[config.mk]
export PLATFORM = sky130hd
export DESIGN_NAME = ble_exmem_arb
export DESIGN_NICKNAME = d
export VERILOG_FILES = /design/src/rtl/ble_exmem_arb.sv
export SDC_FILE = /design/constraint.sdc
export NUM_CORES = 1
export LEC_CHECK = 0
export ABC_CLOCK_PERIOD_IN_PS = 2300
export CAP_MARGIN = 10
export CORE_MARGIN = 1.5
export CORE_UTILIZATION = 36
export CTS_BUF_LIST = sky130_fd_sc_hd__clkbuf_8
export CTS_CLUSTER_SIZE = 30
export DETAILED_ROUTE_END_ITERATION = 10
export PLACE_DENSITY = 0.85
export SLEW_MARGIN = 20
export SYNTH_ARGS = -nofsm -noshare
export SYNTH_HDL_FRONTEND = slang
export SYNTH_SLANG_ARGS = --single-unit
export TNS_END_PERCENT = 5
[constraint.sdc]
create_clock -name bsb_clk -period 2.3 [get_ports bsb_clk]
set_clock_uncertainty 0.15 [all_clocks]
set_input_delay 0.46 -clock bsb_clk [delete_from_list [all_inputs] [get_ports bsb_clk]]
set_output_delay 0.46 -clock bsb_clk [all_outputs]
set_load 0.03 [all_outputs]
[src/rtl/ble_exmem_arb.sv]
// N-channel arbiter bridging internal BLE masters onto the single ex_mem_* port.
// Round-robin or fixed-priority grant, per-transaction timeout with error flag.
module ble_exmem_arb #(
  parameter int unsigned NCH    = 3,
  parameter int unsigned AW     = 23,
  parameter int unsigned DW     = 32,
  parameter int unsigned TO_CYC = 255,
  parameter int unsigned TO_W   = 8
) (
  input  logic                      bsb_clk,
  input  logic                      ble_rst_,
  input  logic                      prio_mode,
  input  logic [NCH-1:0]            ch_req,
  input  logic [NCH*(DW/8)-1:0]     ch_we,
  input  logic [NCH*AW-1:0]         ch_adr,
  input  logic [NCH*DW-1:0]         ch_wdat,
  output logic [NCH-1:0]            ch_ack,
  output logic [NCH-1:0]            ch_err,
  output logic [DW-1:0]             ch_rdat,
  output logic                      ex_mem_req,
  output logic [DW/8-1:0]           ex_mem_we,
  output logic [AW-1:0]             ex_mem_adr,
  output logic [DW-1:0]             ex_mem_wdat,
  input  logic [DW-1:0]             ex_mem_rdat,
  input  logic                      ex_mem_ack
);

  localparam int unsigned BW    = DW / 8;
  localparam int unsigned PW    = (NCH > 1) ? $clog2(NCH) : 1;
  localparam int          NCH_I = int'(NCH);
  localparam logic [TO_W-1:0] TO_LAST = TO_W'((TO_CYC == 0) ? 0 : TO_CYC - 1);

  typedef enum logic [1:0] {S_IDLE, S_BUSY, S_RESP} state_t;

  state_t          state;
  logic [PW-1:0]   ptr;
  logic [PW-1:0]   gnt;
  logic [TO_W-1:0] cnt;

  logic            any_req;
  logic [PW-1:0]   sel;
  logic [PW-1:0]   ptr_nxt;
  logic [BW-1:0]   sel_we;
  logic [AW-1:0]   sel_adr;
  logic [DW-1:0]   sel_wdat;
  int              idx;

  // Grant search: upward from ptr (round-robin) or from channel 0 (fixed).
  always_comb begin
    any_req = 1'b0;
    sel     = '0;
    idx     = 0;
    for (int k = 0; k < NCH_I; k++) begin
      idx = prio_mode ? k : (int'(ptr) + k) % NCH_I;
      if (!any_req && ch_req[PW'(idx)]) begin
        any_req = 1'b1;
        sel     = PW'(idx);
      end
    end
  end

  // Payload mux for the selected channel.
  always_comb begin
    sel_we   = '0;
    sel_adr  = '0;
    sel_wdat = '0;
    for (int i = 0; i < NCH_I; i++) begin
      if (sel == PW'(i)) begin
        sel_we   = ch_we[i*BW +: BW];
        sel_adr  = ch_adr[i*AW +: AW];
        sel_wdat = ch_wdat[i*DW +: DW];
      end
    end
  end

  assign ptr_nxt = (sel == PW'(NCH - 1)) ? '0 : PW'(sel + 1'b1);

  always_ff @(posedge bsb_clk or negedge ble_rst_) begin
    if (!ble_rst_) begin
      state       <= S_IDLE;
      ptr         <= '0;
      gnt         <= '0;
      cnt         <= '0;
      ex_mem_req  <= 1'b0;
      ex_mem_we   <= '0;
      ex_mem_adr  <= '0;
      ex_mem_wdat <= '0;
      ch_ack      <= '0;
      ch_err      <= '0;
      ch_rdat     <= '0;
    end else begin
      ch_ack <= '0;
      ch_err <= '0;
      case (state)
        S_IDLE: begin
          if (any_req) begin
            gnt         <= sel;
            ex_mem_we   <= sel_we;
            ex_mem_adr  <= sel_adr;
            ex_mem_wdat <= sel_wdat;
            ex_mem_req  <= 1'b1;
            cnt         <= '0;
            if (!prio_mode) ptr <= ptr_nxt;
            state       <= S_BUSY;
          end
        end
        S_BUSY: begin
          // A memory ack in the timeout cycle still completes without error.
          if (ex_mem_ack) begin
            ch_rdat    <= ex_mem_rdat;
            ex_mem_req <= 1'b0;
            ch_ack     <= NCH'(1) << gnt;
            state      <= S_RESP;
          end else if ((TO_CYC != 0) && (cnt == TO_LAST)) begin
            ch_rdat    <= '0;
            ex_mem_req <= 1'b0;
            ch_ack     <= NCH'(1) << gnt;
            ch_err     <= NCH'(1) << gnt;
            state      <= S_RESP;
          end else begin
            cnt <= cnt + 1'b1;
          end
        end
        S_RESP:  state <= S_IDLE;
        default: state <= S_IDLE;
      endcase
    end
  end

endmodule

==> flow_summary_export.csv, run 1 <==
group,metric,value,unit
place,dp_hpwl,14.5,mm
logic_synthesis,async_reset_ff_frac,1.00,
power_and_ir_drop,pwr-share-clk,0.082,
logic_synthesis,syn_inst,523,
logic_synthesis,ys_warn_count,0,
global_routing,track_usage,0.230,
detailed_routing,drtAntennaViolNets,0,
detailed_routing,via_count,5562,
floorplanning,start_util,0.369,
layout,area_growth,75.6,%
cts,clk_latency,0.38,ns
logic_synthesis,syn_nets,743,
logic_synthesis,synth_cell_types,45,
worst_setup_path,crit_type,"register to register",
worst_hold_path,worstHoldPathType,"register to register",
sta,finalHoldViolCount,0,
cts,cts_tree,"built",
floorplanning,fp.dieH,128,um
layout,nets,1086,
power_and_ir_drop,p_switching,6.17,mW
cts,cts_buffers,9,
sta,min_period,2.61,ns
detailed_routing,drtIter0Drc,269,
global_routing,antenna_found_initial,0,
floorplanning,die_area,16400,sq um
sta,drv_slew,0,
power_and_ir_drop,p_leak,4.05,nW
detailed_routing,routedWlPerCell,18.5,um
status,violations,"negative setup slack",
place,gp_congestion,0.860,
global_routing,grt_first_pass_wirelength,29.3,mm
logic_synthesis,yosys-top-cells-area,"dfrtp_1 50%, mux2i_1 10%, nand3_1 5.4%, o211ai_1 5.2%, a22o_1 5.0%",
sta,setup_viol,73,
worst_setup_path,slowest_stage,"dfrtp_1",
worst_setup_path,regToRegStartpoint,"ptr[1]",
sta,finalWorstSetupSlack,-0.309,ns
floorplanning,core,15200,sq um
logic_synthesis,synth_top_area_share,0.499,
sta,fmax,383,MHz
power_and_ir_drop,p_int,7.69,mW
layout,final_layout_size_suffix_gt1_frac,0.170,
sta,timing.slew.headroom,0.676,
worst_setup_path,path_cells,"ha_4 -> nor2_4 -> a32o_1 -> o21bai_4 -> o21ai_2 -> a22oi_2 -> buf_6 -> clkbuf_16 -> buf_4 -> or3b_1 -> a31oi_1",
place,post-place-ws,-0.665,ns
worst_setup_path,crit_path_start,"ptr[1]",
place,portBuffers,313,
cts,numClockSinks,112,
cts,clk_pin_slew,0.12,ns
detailed_routing,via_per_inst,5.25,
detailed_routing,drt_wl_total,19.6,mm
power_and_ir_drop,pwr-share-comb,0.675,
power_and_ir_drop,ir_drop,0.771,mV
cts,cts_root_buf,"clkbuf_8",
power_and_ir_drop,powerDensity,1410,nW/um^2
worst_setup_path,crit_required,2.45,ns
cts,clock_path_buffers,2,
detailed_routing,drt_first_pass_iters,5,
global_routing,grt_pass1_vias,5793,
sta,timing.final.crit_share,1.13,
layout,insertedDiodeCount,0,
worst_setup_path,critPathArrivalTime,2.76,ns
floorplanning,io_pins,314,
run,drv_cap,0,
status,status,"complete, but fails checks",
logic_synthesis,ys_seq_elements,112,
sta,worstMarginPinSlew,0.482,ns
cts,htree_levels,3,
sta,rsz0062_at_grt,"true",
power_and_ir_drop,p_seq_frac,0.243,
worst_hold_path,hold_start,"ex_mem_wdat[21]",
power_and_ir_drop,switching_share,0.445,
floorplanning,die_w,128,um
worst_setup_path,cp-end-kind,"register",
logic_synthesis,netlist_area,5620,sq um
global_routing,grt.overflow.total,0,
worst_setup_path,crit_buf_inv,3,
logic_synthesis,synth_edf_count,0,
logic_synthesis,seq_area_frac_synth,0.499,
worst_setup_path,critPathMaxFanout,6,
worst_setup_path,cp_top_family,"compound AO/OA/AOI/OAI gates",
floorplanning,fp-row-count,45,
global_routing,grt_max_degree,44,
worst_setup_path,crit_path_start_kind,"register",
worst_setup_path,cp_slowest_stage_delay,0.43,ns
logic_synthesis,syn_area_per_cell,10.7,sq um
sta,worst_hold_slack,0.356,ns
logic_synthesis,synth_top_area_cell,"dfrtp_1",
layout,postLayoutCoreUtil,0.649,
detailed_routing,drc_errors,0,
logic_synthesis,synthFlopType,"dfrtp_1",
metal layers:
metal / wire length [um] / share of wire / track usage / vias up
met5: 0 / 0 / 0 / -
met4: 652 / 0.033 / 0.101 / 0
met3: 1190 / 0.061 / 0.0513 / 39
met2: 10100 / 0.52 / 0.411 / 237
met1: 7650 / 0.39 / 0.263 / 2690
li1: - / - / - / 2596
repair_timing:
item / 4_1_cts / 5_1_grt
endpoints found under the hold margin: 25 / 0
endpoints found under the setup margin: 73 / 73
gates resized for setup: 12 / 28
pin swaps: 1 / 10
gates cloned: 0 / 4
buffers inserted: 0 / 5
hold buffers: 1 / 0
per-stage QoR:
step / cells / setup TNS [ns] / instance area [sq um] / power (mW)
floorplan: 523 / -0.972 / 5750 / 8.59
global placement: 1033 / -39.59 / 9370 / 11.8
detailed placement: 1033 / -44.17 / 9370 / 12.0
CTS: 1050 / -16.01 / 9600 / 13.3
global route: 1059 / -26.17 / 9860 / 14.6
finish: 1059 / -16.52 / 9860 / 13.9
power by group through the flow:
stage | Combinational, mW | Sequential, mW | Clock [mW]
detailed placement | 8.64 | 3.39 | 0
global placement | 8.47 | 3.37 | 0
floorplan | 3.70 | 4.89 | 0
global route | 9.87 | 3.45 | 1.26
finish | 9.35 | 3.37 | 1.14
CTS | 8.72 | 3.37 | 1.17
registers in the layout (all words and copies together) (netlist names):
name,count
ch_ack,3
ch_err,3
ch_rdat,32
cnt,8
ex_mem_adr,23
ex_mem_req,1
ex_mem_wdat,32
ex_mem_we,4
gnt,2
ptr,2
state,2
synthesized netlist by cell type, drive strengths merged, types with 6 or more instances:
cell	number
a21oi	6
nor2	16
a22o	32
o21ai	10
mux2i	58
clkbuf	15
nand3	61
o211ai	58
inv	8
dfrtp	112
buf	29
nand2	74
cell usage in the layout (no fill, tap or decap), types with 15 or more instances in the layout:
cell	synthesis	layout
a22o_1	32	32
buf_4	6	37
clkdlybuf4s50_1	0	311
dfrtp_1	112	112
mux2i_1	58	39
mux2i_2	0	18
nand2_1	74	70
nand3_1	61	51
nor2_1	15	15
o211ai_1	39	39
o211ai_2	19	19
worst reg2reg max path, stage by stage, from the launching register on:
cell and delay, ns:
dfrtp_1 0.43, ha_4 0.33, nor2_4 0.05, a32o_1 0.22
o21bai_4 0.19, o21ai_2 0.14, a22oi_2 0.07, buf_6 0.14
clkbuf_16 0.16, buf_4 0.13, or3b_1 0.34, a31oi_1 0.18
logic make-up after synthesis:
| logic type | after synthesis | share of synthesized area |
|---|---|---|
| xor+xnor | 4 | 0.00624 |
| simple gates | 174 | 0.144 |
| mux | 58 | 0.103 |
| buf+inv | 52 | 0.0557 |
| fa+ha+maj | 4 | 0.00891 |
| flops | 112 | 0.499 |
| compound gates | 119 | 0.183 |
final timing paths:
path | to | slack (ns) | depth (start not counted)
hold reg to reg | ex_mem_wdat[21] | 0.36 | 2
setup reg to reg | ex_mem_we[2] | -0.31 | 11
hold / removal | ex_mem_wdat[21] | 0.36 | 2
max in group asynchronous | ch_rdat[31] | 0.96 | 3
setup / recovery | ex_mem_we[2] | -0.31 | 11
min in group asynchronous | ex_mem_wdat[26] | 0.38 | 2
layout make-up:
type / instances / area (sq um)
repair buffers: 376 / 3870
inverters: 8 / 30.0
fillers: 1220 / 5340
clock buffers: 9 / 124
clock inverters: 7 / 57.6
multi-input cells: 359 / 2740
flip-flops and latches: 112 / 2800
well taps: 188 / 235
Power figures use the tool's default switching activity.
==> inputs of run 2 (changes only) <==
CTS_CLUSTER_DIAMETER = 50   (was default)
==> results of run 2 <==
Same layout as run 1: the final DEF is identical, and so are final timing and power.
==> inputs of run 3 (changes only) <==
PLACE_DENSITY = 0.75   (was 0.85)
==> flow_summary_export.csv, run 3 (synthesis gave the netlist of run 1 again) <==
group,metric,value,unit
status,violations,"negative setup slack",
worst_setup_path,crit_path_start,"ptr[1]",
global_routing,antenna_found_initial,0,
worst_setup_path,crit_path_start_kind,"register",
detailed_routing,drc_errors,0,
power_and_ir_drop,powerDensity,1420,nW/um^2
sta,finalHoldViolCount,0,
layout,final_cells,1055,
cts,clock_path_buffers,2,
floorplanning,io_pins,314,
worst_setup_path,cp-end-kind,"register",
detailed_routing,drt_first_pass_iters,4,
layout,final_layout_size_suffix_gt1_frac,0.161,
sta,drv_slew,0,
worst_setup_path,critPathArrivalTime,2.74,ns
sta,rsz0062_at_grt,"true",
worst_setup_path,regToRegStartpoint,"ptr[1]",
place,postPlaceCellArea,9330,sq um
sta,worstMarginPinSlew,0.637,ns
sta,fmax,381,MHz
place,gp_congestion,0.857,
sta,timing.slew.headroom,0.571,
floorplanning,fp-row-count,45,
floorplanning,start_util,0.369,
global_routing,grt_first_pass_wirelength,30.4,mm
worst_setup_path,crit_required,2.41,ns
cts,numClockSinks,112,
layout,nets,1082,
place,dp_hpwl,14.7,mm
worst_setup_path,slowest_stage,"dfrtp_1",
worst_hold_path,worstHoldPathType,"register to register",
place,portBuffers,313,
worst_setup_path,critPathMaxFanout,8,
layout,area_growth,76.7,%
detailed_routing,drtAntennaViolNets,0,
global_routing,grt_max_degree,56,
cts,cts_buffers,9,
cts,cts_tree,"built",
layout,final_area,9920,sq um
sta,setup_viol,69,
run,drv_cap,0,
detailed_routing,routedWlPerCell,19.0,um
detailed_routing,drtIter0Drc,334,
global_routing,grt.overflow.total,0,
layout,postLayoutCoreUtil,0.653,
place,post-place-ws,-0.739,ns
global_routing,track_usage,0.239,
place,dp_cells,1024,
floorplanning,die_w,128,um
floorplanning,die_area,16400,sq um
worst_hold_path,hold_path_depth,2,
worst_setup_path,r2r_cells,12,
power_and_ir_drop,ir_drop,1.00,mV
layout,final_common_cell,"clkdlybuf4s50_1",
cts,htree_levels,3,
worst_setup_path,cp_slowest_stage_delay,0.44,ns
cts,clk_pin_slew,0.12,ns
worst_hold_path,hold_path_end,"ex_mem_req",
sta,timing.final.crit_share,1.14,
power_and_ir_drop,p_leak,4.08,nW
worst_setup_path,rr_endpoint,"ex_mem_adr[4]",
layout,reg_top3,"ch_rdat x32, ex_mem_wdat x32, ex_mem_adr x23",
floorplanning,core,15200,sq um
sta,finalWorstSetupSlack,-0.323,ns
layout,insertedDiodeCount,0,
detailed_routing,via_count,5658,
cts,cts_root_buf,"clkbuf_8",
worst_setup_path,path_cells,"inv_2 -> ha_4 -> buf_6 -> nand2_4 -> nor4bb_4 -> a211oi_2 -> o21ai_2 -> a22oi_2 -> buf_6 -> buf_12 -> mux2i_4 -> o211ai_1",
worst_setup_path,reg2reg_slack,-0.32,ns
sta,min_period,2.62,ns
layout,final_cell_mix,"311 x clkdlybuf4s50_1, 112 x dfrtp_1, 73 x nand2_1",
detailed_routing,via_per_inst,5.36,
worst_setup_path,crit_type,"register to register",
global_routing,grt_pass1_vias,5792,
worst_hold_path,hold_start,"ex_mem_req",
layout,num-fill-cells,1140,
detailed_routing,drt_wl_total,20.1,mm
worst_setup_path,cpMostUsedCell,"buf_6",
status,status,"complete, but fails checks",
cts,clk_latency,0.38,ns
floorplanning,fp.dieH,128,um
## run 3: worst max-delay path, delay by kind of cell (launching register included)
family | cells | cell delay [ns]
compound gates | 4 | 0.64
fa+ha+maj | 1 | 0.18
buf+inv | 4 | 0.62
flops | 1 | 0.44
mux | 1 | 0.24
simple gates | 2 | 0.22
## run 3: repair_timing
action,4_1_cts,5_1_grt
endpoints found under the hold margin,22,0
hold buffers,1,0
endpoints found under the setup margin,73,73
gates resized for setup,29,16
cloned,4,0
setup buffers,8,2
pin swaps,13,13
## run 3: worst max-delay path by stage
| stage | end | cells past startpoint |
|---|---|---|
| floorplan | ex_mem_adr[10] | 11 |
| detailed placement | ex_mem_adr[4] | 10 |
| CTS | ex_mem_adr[4] | 11 |
| finish | ex_mem_adr[4] | 12 |
| global route | ex_mem_adr[4] | 12 |
| global placement | ex_mem_we[2] | 9 |
## run 3: metrics by stage
stage	hold WS (ns)	total power, mW	TNS (ns)
final	0.339	14.1	-16.69
after global routing	0.354	14.8	-22.58
after CTS	0.343	13.9	-13.28
after detailed placement	0.234	12.0	-43.79
after global placement	0.228	11.7	-36.59
after floorplan	0.0144	8.59	-0.972
## run 3: cell type report
cell class	instances	area, sq um	area share
repair buffers	372	3900	0.393
flip-flops and latches	112	2800	0.282
multi-input cells	359	2750	0.278
well taps	188	235	0.0237
clock buffers	10	138	0.0139
clock inverters	6	61.3	0.00618
inverters	8	30.0	0.00303
## run 3: per-layer routing
layer | routed length [um] | global-route usage | vias up
met2 | 10300 | 0.426 | 267
met1 | 7680 | 0.276 | 2761
met3 | 1450 | 0.0593 | 42
li1 | - | - | 2588
met5 | 0 | 0 | -
met4 | 609 | 0.0912 | 0
## run 3: power breakdown
part	total (mW)	switching, mW	internal [mW]
clock network	1.20	0.751	0.452
registers	3.35	0.506	2.85
logic	9.53	5.04	4.50
total	14.1	6.29	7.80
